### config.mk
export PLATFORM = sky130hd
export DESIGN_NAME = debounce_scan_ctrl
export DESIGN_NICKNAME = d
export VERILOG_FILES = /design/src/rtl/debounce_scan_ctrl.sv
export SDC_FILE = /design/constraint.sdc
export NUM_CORES = 1
export LEC_CHECK = 0
export BUFFER_PORTS_ARGS = -buffer_cell sky130_fd_sc_hd__buf_2
export CELL_PAD_IN_SITES_DETAIL_PLACEMENT = 1
export CELL_PAD_IN_SITES_GLOBAL_PLACEMENT = 2
export CORE_MARGIN = 2
export CORE_UTILIZATION = 35
export CTS_CLUSTER_DIAMETER = 100
export DETAILED_ROUTE_END_ITERATION = 10
export PLACE_DENSITY_LB_ADDON = 0.1
export RECOVER_POWER = 100
export SLEW_MARGIN = 20
export SYNTH_ARGS = -nofsm -noshare
export SYNTH_HDL_FRONTEND = slang
export SYNTH_SLANG_ARGS = --single-unit
### constraint.sdc
create_clock -name clk -period 2 [get_ports clk]
set_input_delay 0.3 -clock clk [delete_from_list [all_inputs] [get_ports clk]]
set_output_delay 0.3 -clock clk [all_outputs]
set_load 0.01 [all_outputs]
### src/rtl/debounce_scan_ctrl.sv
// Shared debounce engine: one sample-compare-count datapath scanned round-robin
// across N switch channels, with a one-deep press/release event slot.
module debounce_scan_ctrl #(
  parameter int N          = 4,
  parameter int TICK_DIV   = 1000,
  parameter int STABLE_CNT = 4
) (
  input  logic                 clk,
  input  logic                 rst,
  input  logic                 en,
  input  logic [N-1:0]         sw_i,
  output logic [N-1:0]         sw_o,
  output logic                 tick,
  output logic [$clog2(N)-1:0] scan_ptr,
  output logic                 ev_valid,
  output logic [$clog2(N)-1:0] ev_chan,
  output logic                 ev_rise,
  input  logic                 ev_ready
);

  localparam int PTR_W = $clog2(N);
  localparam int PRE_W = $clog2(TICK_DIV);
  localparam int CNT_W = ($clog2(STABLE_CNT) < 1) ? 1 : $clog2(STABLE_CNT);

  localparam logic [PRE_W-1:0] PRE_LAST = PRE_W'(TICK_DIV - 1);
  localparam logic [CNT_W-1:0] CNT_LAST = CNT_W'(STABLE_CNT - 1);
  localparam logic [PTR_W-1:0] PTR_LAST = PTR_W'(N - 1);

  logic [N-1:0]     sync1;
  logic [N-1:0]     sync2;
  logic [PRE_W-1:0] pre;
  logic [CNT_W-1:0] cnt [N];

  logic             s_p;
  logic             o_p;
  logic [CNT_W-1:0] cnt_p;
  logic             differ;
  logic             at_last;
  logic             slot_free;
  logic             commit;

  assign tick = en && (pre == PRE_LAST);

  // Event handshake: an event transfers on a cycle where ev_valid && ev_ready.
  // ev_chan/ev_rise hold while ev_valid && !ev_ready; ev_ready alone is ignored.
  // The slot counts as free in the cycle it is being drained, so a commit
  // landing on a transfer cycle replaces the event with no bubble.
  always_comb begin
    s_p       = sync2[scan_ptr];
    o_p       = sw_o[scan_ptr];
    cnt_p     = cnt[scan_ptr];
    differ    = (s_p != o_p);
    at_last   = (cnt_p == CNT_LAST);
    slot_free = !ev_valid || ev_ready;
    commit    = tick && differ && at_last && slot_free;
  end

  always_ff @(posedge clk or posedge rst) begin
    if (rst) begin
      sync1 <= '0;
      sync2 <= '0;
    end else begin
      sync1 <= sw_i;
      sync2 <= sync1;
    end
  end

  always_ff @(posedge clk or posedge rst) begin
    if (rst) begin
      pre <= '0;
    end else if (en) begin
      pre <= tick ? '0 : pre + 1'b1;
    end
  end

  // A deferred commit leaves cnt parked at its last value so the next visit retries.
  always_ff @(posedge clk or posedge rst) begin
    if (rst) begin
      scan_ptr <= '0;
      sw_o     <= '0;
      for (int i = 0; i < N; i++) cnt[i] <= '0;
    end else if (tick) begin
      scan_ptr <= (scan_ptr == PTR_LAST) ? '0 : scan_ptr + 1'b1;
      if (!differ) begin
        cnt[scan_ptr] <= '0;
      end else if (!at_last) begin
        cnt[scan_ptr] <= cnt_p + 1'b1;
      end else if (slot_free) begin
        cnt[scan_ptr]  <= '0;
        sw_o[scan_ptr] <= s_p;
      end
    end
  end

  always_ff @(posedge clk or posedge rst) begin
    if (rst) begin
      ev_valid <= 1'b0;
      ev_chan  <= '0;
      ev_rise  <= 1'b0;
    end else if (commit) begin
      ev_valid <= 1'b1;
      ev_chan  <= scan_ptr;
      ev_rise  <= s_p;
    end else if (ev_valid && ev_ready) begin
      ev_valid <= 1'b0;
    end
  end

endmodule

==> impl_metrics.yaml <==
run_status:
  status: "completed"
layout:
  layout.cells.non_filler: 258
  area_growth_pct: 24.5
  drive_gt1_share_pct: 32.5
  final_nets: 204
  antenna_cells: 0
placement:
  port_buffers: 18
  place_congestion: 0.800
  dp_cells: 246
  dp_hpwl_um: 3190
  place_ws_ns: -0.113
logic_synthesis:
  synthDistinctLibCells: 36
  yosysMostFrequentCell: "dfrtp_1"
  yosys.area_share.simple_pct: 10.9
  synth_fp_nets: 164
  ys_warn_count: 0
  synth_top_area_share_pct: 50.5
  syn_inst: 150
  synth.yosys.seq_area_share_pct: 50.5
  synth_edf_count: 0
  post-synth-top-area-cell: "dfrtp_1"
  syn-cell-area_sq_mm: 0.00178
  synth_common_cells: "dfrtp_1 (36), nand2_1 (13), inv_1 (8), a21oi_1 (7), o21ai_0 (7)"
  ys_async_sr_fraction_pct: 100
  synth-seq-cells: 36
  synth_area_leaders: "dfrtp_1 (50%), mux4_2 (5.0%), ha_1 (4.2%)"
  synthMuxAreaShare_pct: 9.82
  synth_compound_area_share_pct: 14.5
  synth_xor_area_share_pct: 4.49
  synth_adder_area_share_pct: 4.21
  syn_avg_cell_area_sq_um: 11.9
  synth_top_family_by_area: "compound AO/OA/AOI/OAI gates"
  ys.flop_type: "dfrtp_1"
global_routing:
  grt_start_max_net_pins: 37
  grt_pass1_vias: 1408
  grt-ovfl-total: 0
  grtUsageMet1_pct: 25.0
  busiest_layer: "met2"
  antenna_found_initial: 0
  met3_usage_pct: 3.97
  grt.total_usage_pct: 17.1
  grt_pass1_wl_um: 7190
  use_met2_pct: 26.0
power:
  power.leakage_uw: 0.000954
  worst_ir_drop_vdd_mv: 0.441
  p_per_area_mw_per_mm2: 705
die:
  die_area_sq_mm: 0.00569
  die_width_um: 75.4
  fp.coreArea_sq_mm: 0.00482
  rows: 25
  start_util_pct: 37.0
  fp.dieH_um: 75.4
  num_io_pins: 19
route:
  drt-pass1-iter-count: 4
  routed_wl_um: 4490
  postRouteAntennaNets: 0
  initialDrtViolationCount: 61
  drc_errors: 0
  viasPerCell: 5.32
  drt-wirelength-per-cell_um: 17.4
  vias: 1372
setup_path:
  reg2regPathDepth: 4
  crit_end: "tick"
  crit_path_start: "pre[3]"
  regToRegSetupSlack_ns: 0.04
  crit_arrival_ns: 1.69
  endpoint_kind: "primary output"
  critPathKind: "reg -> out"
  cp_data_required_time_ns: 1.70
  cp_max_fo: 6
  worstReg2RegStart: "pre[3]"
  cp-start-kind: "register"
  r2r-end: "ev_chan[1]"
timing:
  setup_viol: 0
  report.final.slew_viol_count: 0
  relSlewSlack_pct: 39.9
  tightest_slew_ns: 0.901
  grt_setup_unrepaired: "true"
  hold_viol: 0
  fin_crit_ns: 1.99
  finClkSkew_ns: 0.00333
  max_freq_mhz: 502
  fin_crit_sh_pct: 99.5
  layout_setup_ws_ns: 0.00947
cts:
  insertion_delay_ns: 0.29
  path_clk_slew_ns: 0.08
  root_buffer: "clkbuf_8"
  cts_buffers: 5
  htree_levels: 2
  cts_tree: "done"
  postCtsHoldBufs: 0
  clock_sinks: 36
  cts_buffer_depth: 2
run:
  maxCapViolations: 0
min_path:
  hold_class: "in -> reg"
[what timing repair did]
| item | CTS | global route |
|---|---|---|
| buffers inserted | 1 | 4 |
| pin swaps | 2 | 6 |
| gates cloned | 0 | 0 |
| setup endpoints to repair | 11 | 16 |
| gates resized for setup | 6 | 12 |
[routing by layer]
metal,wire [um],vias up,part of all wire [%]
met5,0,-,0
met4,46,0,1.0
met3,137,5,3.1
met2,2040,25,45
met1,2270,714,51
li1,-,628,-
[logic make-up (layout without fill, tap and decap cells)]
| group | Yosys count | in the layout |
|---|---|---|
| AOI/OAI and AO/OA | 36 | 36 |
| adders and majority gates | 6 | 6 |
| xor gates and xnor gates | 7 | 7 |
| and+or+nand+nor | 37 | 37 |
| buffers and inverters | 16 | 57 |
| DFF | 36 | 36 |
| muxes | 12 | 12 |
[registers in the layout (all words and copies together), names as in the netlist]
register  count
pre          10
cnt           8
sw_o          4
sync1         4
sync2         4
ev_chan       2
scan_ptr      2
ev_rise       1
ev_valid      1
[critical path, cell delays in order, from the launching register on]
cell and delay, ns:
dfrtp_1 0.38, or3b_1 0.37, or3_4 0.47, clkinv_8 0.09, buf_6 0.09
[cells in the final DEF (no fill, tap or decap), drive strengths merged]
cell type / n
nand2: 13
clkinv: 2
or3b: 1
clkbuf: 14
nor3b: 1
xnor2: 6
nand4: 3
nand2b: 1
nor3: 4
or3: 4
nand3b: 1
clkinvlp: 2
buf: 31
dfrtp: 36
inv: 8
o211ai: 4
o31ai: 1
o41ai: 4
nand3: 4
o2bb2ai: 4
a31oi: 1
mux2i: 4
nor2: 4
a41oi: 4
a21oi: 7
xor2: 1
mux4: 4
o21ai: 7
ha: 6
and2: 1
a32o: 4
mux2: 4
[how the worst min path moves through the flow]
stage	from	end	slack [ns]	cells after the start
after global routing	sw_i[1]	sync1[1]	0.09	1
after CTS	sw_i[0]	sync1[0]	0.1	1
after detailed placement	sync1[0]	sync2[0]	0.34	0
final	sw_i[0]	sync1[0]	0.11	1
after floorplan	sync1[0]	sync2[0]	0.33	0
after global placement	sync1[0]	sync2[0]	0.33	0
[power by group]
| group | total (uW) | internal, uW | leakage [uW] | switching (uW) |
|---|---|---|---|---|
| sequential | 838 | 788 | 0.000463 | 50.0 |
| clock | 532 | 247 | 0.0000404 | 286 |
| combinational | 197 | 97.8 | 0.000451 | 99.2 |
| total | 1570 | 1130 | 0.000954 | 435 |
[cell type report]
cell class | count | area, sq um
clock buffers | 5 | 68.8
well taps | 67 | 83.8
repair buffers | 40 | 246
inverters | 9 | 46.3
fillers | 558 | 2590
multi-input cells | 98 | 851
clock inverters | 3 | 23.8
flip-flops and latches | 36 | 902
[per-stage QoR]
step	utilization [%]	hold slack (ns)	area [sq um]	TNS [ns]	power [uW]
detailed placement	42.2	0.340	2030	-0.369	1040
finish	46.1	0.110	2220	0	1570
CTS	44.9	0.100	2160	-0.0216	1580
global route	46.1	0.0892	2220	-0.137	1660
global placement	42.2	0.333	2030	-0.126	1020
floorplan	-	0.331	1790	0	950
No activity file was read; power rests on OpenSTA's default activity.
